`config.mk`:
```
export PLATFORM = sky130hd
export DESIGN_NAME = wr_port_arbiter
export DESIGN_NICKNAME = d
export VERILOG_FILES = /design/src/rtl/wr_arb_pkg.sv /design/src/rtl/rr_pick.sv /design/src/rtl/wr_port_arbiter.sv
export SDC_FILE = /design/constraint.sdc
export NUM_CORES = 1
export LEC_CHECK = 0
export BUFFER_PORTS_ARGS = -buffer_cell sky130_fd_sc_hd__clkbuf_2
export CAP_MARGIN = 40
export CORE_ASPECT_RATIO = 0.75
export CORE_UTILIZATION = 44
export DETAILED_ROUTE_END_ITERATION = 16
export PLACE_DENSITY = 0.9
export SYNTH_ARGS = -nofsm -noshare
export SYNTH_HDL_FRONTEND = slang
export SYNTH_SLANG_ARGS = --single-unit
```
`constraint.sdc`:
```
create_clock -name wr_clk -period 4.6 [get_ports wr_clk]
set_clock_uncertainty 0.05 [all_clocks]
set_input_delay 0.23 -clock wr_clk [delete_from_list [all_inputs] [get_ports wr_clk]]
set_output_delay 0.23 -clock wr_clk [all_outputs]
set_load 0.01 [all_outputs]
```
`src/rtl/wr_arb_pkg.sv`:
```
// Shared types and constants for the FIFO write-port arbiter.
package wr_arb_pkg;

    typedef enum logic [0:0] {
        IDLE = 1'b0,
        OWN  = 1'b1
    } state_e;

    localparam int DEF_NUM_REQ   = 4;
    localparam int DEF_DSIZE     = 8;
    localparam int DEF_MAX_BURST = 8;

    function automatic int clog2(input int n);
        int r;
        r = 0;
        while ((1 << r) < n) begin
            r = r + 1;
        end
        return r;
    endfunction

endpackage

```
`src/rtl/rr_pick.sv`:
```
// Round-robin winner search: first set request bit above last_id, wrapping.
module rr_pick
    import wr_arb_pkg::*;
#(
    parameter int NUM_REQ = DEF_NUM_REQ,
    parameter int ID_W    = 2
) (
    input  logic [NUM_REQ-1:0] req,
    input  logic [ID_W-1:0]    last_id,
    output logic [ID_W-1:0]    winner,
    output logic               any
);

    always_comb begin
        winner = '0;
        any    = |req;
        // Walk the offsets from farthest to nearest so the nearest hit wins.
        for (int k = NUM_REQ; k >= 1; k--) begin
            int              idx;
            logic [ID_W-1:0] idx_v;
            idx = int'(last_id) + k;
            if (idx >= NUM_REQ) begin
                idx = idx - NUM_REQ;
            end
            idx_v = ID_W'(idx);
            if (req[idx_v]) begin
                winner = idx_v;
            end
        end
    end

endmodule

```
`src/rtl/wr_port_arbiter.sv`:
```
// Round-robin owner of the async FIFO write port; a grant lasts one packet,
// capped at MAX_BURST beats, and is always followed by one idle cycle.
module wr_port_arbiter
    import wr_arb_pkg::*;
#(
    parameter int NUM_REQ   = DEF_NUM_REQ,
    parameter int DSIZE     = DEF_DSIZE,
    parameter int MAX_BURST = DEF_MAX_BURST,
    parameter int ID_W      = (clog2(NUM_REQ) < 1) ? 1 : clog2(NUM_REQ)
) (
    input  logic                     wr_clk,
    input  logic                     wr_rst_n,
    input  logic [NUM_REQ-1:0]       req_valid,
    input  logic [NUM_REQ*DSIZE-1:0] req_data,
    input  logic [NUM_REQ-1:0]       req_last,
    output logic [NUM_REQ-1:0]       req_ready,
    input  logic                     wr_full,
    output logic                     wr_en,
    output logic [DSIZE-1:0]         wr_data,
    output logic [ID_W-1:0]          grant_id,
    output logic                     busy
);

    localparam int CNT_W = clog2(MAX_BURST) + 1;

    localparam logic [0:0] ST_IDLE = IDLE;
    localparam logic [0:0] ST_OWN  = OWN;

    // Handshake: a beat moves on a cycle where req_valid and req_ready of the
    // owner are both high, which is exactly when wr_en is high. A requester
    // holding valid must keep data/last stable until that cycle.

    logic [0:0]       state;
    logic [ID_W-1:0]  last_id;
    logic [ID_W-1:0]  pick_id;
    logic [CNT_W-1:0] beat_cnt;
    logic             any_req;
    logic             own;
    logic             end_beat;

    rr_pick #(
        .NUM_REQ (NUM_REQ),
        .ID_W    (ID_W)
    ) u_pick (
        .req     (req_valid),
        .last_id (last_id),
        .winner  (pick_id),
        .any     (any_req)
    );

    assign own      = (state == ST_OWN);
    assign busy     = own;
    assign wr_en    = own & req_valid[grant_id] & ~wr_full;
    assign end_beat = req_last[grant_id] | (beat_cnt == CNT_W'(MAX_BURST - 1));

    always_comb begin
        req_ready = '0;
        wr_data   = '0;
        for (int i = 0; i < NUM_REQ; i++) begin
            if (grant_id == ID_W'(i)) begin
                wr_data      = req_data[i*DSIZE +: DSIZE];
                req_ready[i] = own & ~wr_full;
            end
        end
    end

    always_ff @(posedge wr_clk or negedge wr_rst_n) begin
        if (!wr_rst_n) begin
            state    <= ST_IDLE;
            grant_id <= '0;
            last_id  <= ID_W'(NUM_REQ - 1);
            beat_cnt <= '0;
        end else begin
            case (state)
                ST_IDLE: begin
                    if (any_req) begin
                        grant_id <= pick_id;
                        last_id  <= pick_id;
                        beat_cnt <= '0;
                        state    <= ST_OWN;
                    end
                end
                ST_OWN: begin
                    // A capped release leaves the packet open; the source re-arbitrates.
                    if (wr_en) begin
                        if (end_beat) begin
                            state <= ST_IDLE;
                        end else begin
                            beat_cnt <= beat_cnt + 1'b1;
                        end
                    end
                end
                default: state <= ST_IDLE;
            endcase
        end
    end

endmodule

```
==> impl_metrics.toml <==
[outcome]
status = "complete, no violations"

[floorplanning]
die_h_um = 40
pin_count = 59
die_w_um = 52.7
dieArea_sq_um = 2110
start_util = 0.478
rows = 13
core-area_sq_um = 1770

[synth]
ys_warn_count = 0
synth_area_sq_um = 847
synth_cell_type_count = 38
synth-seq-cells = 9
syn_avg_cell_area_sq_um = 10.9
syn_inst = 78
syn-num-nets = 122
seq_area_frac_synth = 0.269

[hold_path]
hold_class = "input pin to async pin"

[route]
vias = 909
drt_wl_total_um = 2300
drtIter0Drc = 30
antenna_left = 0
drc = 0
wl_per_cell_um = 14.6
vias_per_cell = 5.75
first_pass_iters = 4

[setup_path]
r2r_slack_ns = 2.38
critPathKind = "register to primary output"
cp.arrival_ns = 2.13
critPathLaunchType = "register"
cp_max_fo = 16
crit_required_ns = 4.32
worst_setup_path_end_kind = "primary output"

[clocking]
clk_path_buf_depth = 2
cts_setup_buffers = 0
clock_latency_ns = 0.26
cts_buffers = 3
cts_tree = "yes"
htree_levels = 1
clockRootBuffer = "clkbuf_4"
cts_sinks = 9
path_clk_slew_ns = 0.06

[layout]
nNetsFinal = 181
drive_gt1_frac = 0.551
stdcell_count = 158
diodes = 0
utilization = 0.657
syn2layout_area_growth_pct = 37.5
fill_cells = 145

[global_routing]
grt_pass1_vias = 881
grt_overflow = 0
grt_pass1_wl_um = 3840
antenna_found_initial = 0
grt_use_total = 0.259
grt_max_degree = 17

[sta]
max-slew-margin-rel = 0.518
hold_viol = 0
tns_ns = 0
setup_viol = 0
fin_crit_sh = 0.525
tightest_slew_ns = 0.723
layout_setup_ws_ns = 2.19
period_needed_ns = 2.41
rsz0062_at_grt = "no"
max_freq_ghz = 0.414
finalMaxSlewViolations = 0

[place]
placed_cells = 153
dp_slack_ns = 2.37
gp_congestion = 0.911
placement.io_buffers = 58
hpwl_um = 1890

[power]
power.static_leakage_nw = 0.602
p_per_area_nw_per_um2 = 566
vdd_drop_max_mv = 0.340

[flow_run]
maxCapViolCount = 0
worst max-delay path: stages (launching register included):
cell and delay [ns]:
dfrtp_1 0.81, mux4_2 0.59, nand2b_1 0.26, nor2_1 0.07
clkbuf_2 0.13
layout by cell type (no fill, tap or decap), types with 2 or more instances in the layout:
cell and instances:
clkbuf_2 58, mux4_2 8, dfrtp_1 7, inv_1 5
nor2_1 5, nand2_1 5, nand2b_1 4, nor3_1 3
a211o_1 3, clkbuf_4 3, nor4_1 2, and3_1 2
o211ai_1 2, o2bb2ai_1 2, a21o_1 2, dfstp_2 2
final timing paths:
path	startpoint	to	cells after the start
worst max-delay path	grant_id[0]	wr_en	4
worst min-delay path	wr_rst_n	beat_cnt[1]	2
worst max register to register	grant_id[0]	beat_cnt[1]	4
worst min register to register	last_id[0]	last_id[0]	2
max in group asynchronous	wr_rst_n	last_id[0]	2
min in group wr_clk	req_valid[0]	last_id[0]	3
flip-flops by register name, summed over array words and instances, names as in the netlist:
name	cells
last_id	2
grant_id	2
beat_cnt	4
busy	1
final cells by class:
class / count / area [sq um] / share of cell area
Multi-Input combinational cell: 59 / 564 / 0.484
Timing Repair Buffer: 59 / 300 / 0.258
Sequential cell: 9 / 228 / 0.195
Tap cell: 22 / 27.5 / 0.0236
Clock buffer: 4 / 26.3 / 0.0226
Inverter: 5 / 18.8 / 0.0161
per-layer routing:
layer  vias up  global-route usage  share of wire
met4         0              0.0592              0
met1       444               0.282           0.41
li1        431                   -              -
met2        34               0.506           0.53
met5         -                   0              0
met3         0              0.0758          0.060
cells by family (layout without fill, tap and decap cells):
group | after synthesis | in the layout | synth area share
AND/OR/NAND/NOR | 24 | 24 | 0.148
flip-flops | 9 | 9 | 0.269
adder cells (fa/ha/maj) | 1 | 1 | 0.0148
multiplexers | 12 | 12 | 0.287
AO/OA/AOI/OAI | 22 | 22 | 0.217
buffers and inverters | 10 | 68 | 0.0650
power breakdown:
group / internal, W / switching [W]
Sequential: 0.000123 / 0.0000844
Clock: 0.0000334 / 0.0000277
Combinational: 0.000217 / 0.000173
Total: 0.000374 / 0.000285
per-stage QoR:
stage | hold WS, ns | instance area [sq um] | power (W)
after floorplan | -0.116 | 847 | 0.000493
after global placement | 0.0450 | 1130 | 0.000582
after detailed placement | 0.0479 | 1130 | 0.000602
after CTS | 0.309 | 1160 | 0.000664
after global routing | 0.321 | 1160 | 0.000721
final | 0.310 | 1160 | 0.000659
synthesized netlist by cell type:
cell       number  area share
o2bb2ai_1       2       0.021
a211o_1         3       0.031
nor4b_1         1       0.010
ha_1            1       0.015
o2111ai_1       1       0.010
nor3_1          3       0.018
o21ai_0         1      0.0059
o211a_1         1       0.012
a21o_1          2       0.018
dfrtp_1         7        0.21
a21oi_1         1      0.0059
a2bb2oi_1       1       0.010
o22ai_1         1      0.0074
nor4_1          2       0.015
mux2i_1         1       0.012
nand3b_1        1      0.0089
a2111o_1        1       0.013
buf_6           2       0.027
nor2_1          5       0.022
mux4_2          8        0.21
o21a_1          1      0.0089
or2_2           1      0.0074
clkbuf_1        1      0.0044
and3_1          2       0.015
mux2_2          1       0.013
a21boi_0        1      0.0089
dfstp_2         2       0.062
inv_1           5       0.022
o32a_1          1       0.012
nand2b_1        4       0.030
a221oi_1        1       0.010
mux2_4          1       0.018
mux4_1          1       0.031
o22a_1          1       0.010
nand2_1         5       0.022
o211ai_2        1       0.015
buf_2           2       0.012
o211ai_1        2       0.018
repair_timing:
action,in CTS,in global routing
endpoints found under the hold margin,7,0
hold buffers,1,0
gates resized for setup,0,0
No activity file was read; power rests on OpenSTA's default activity.
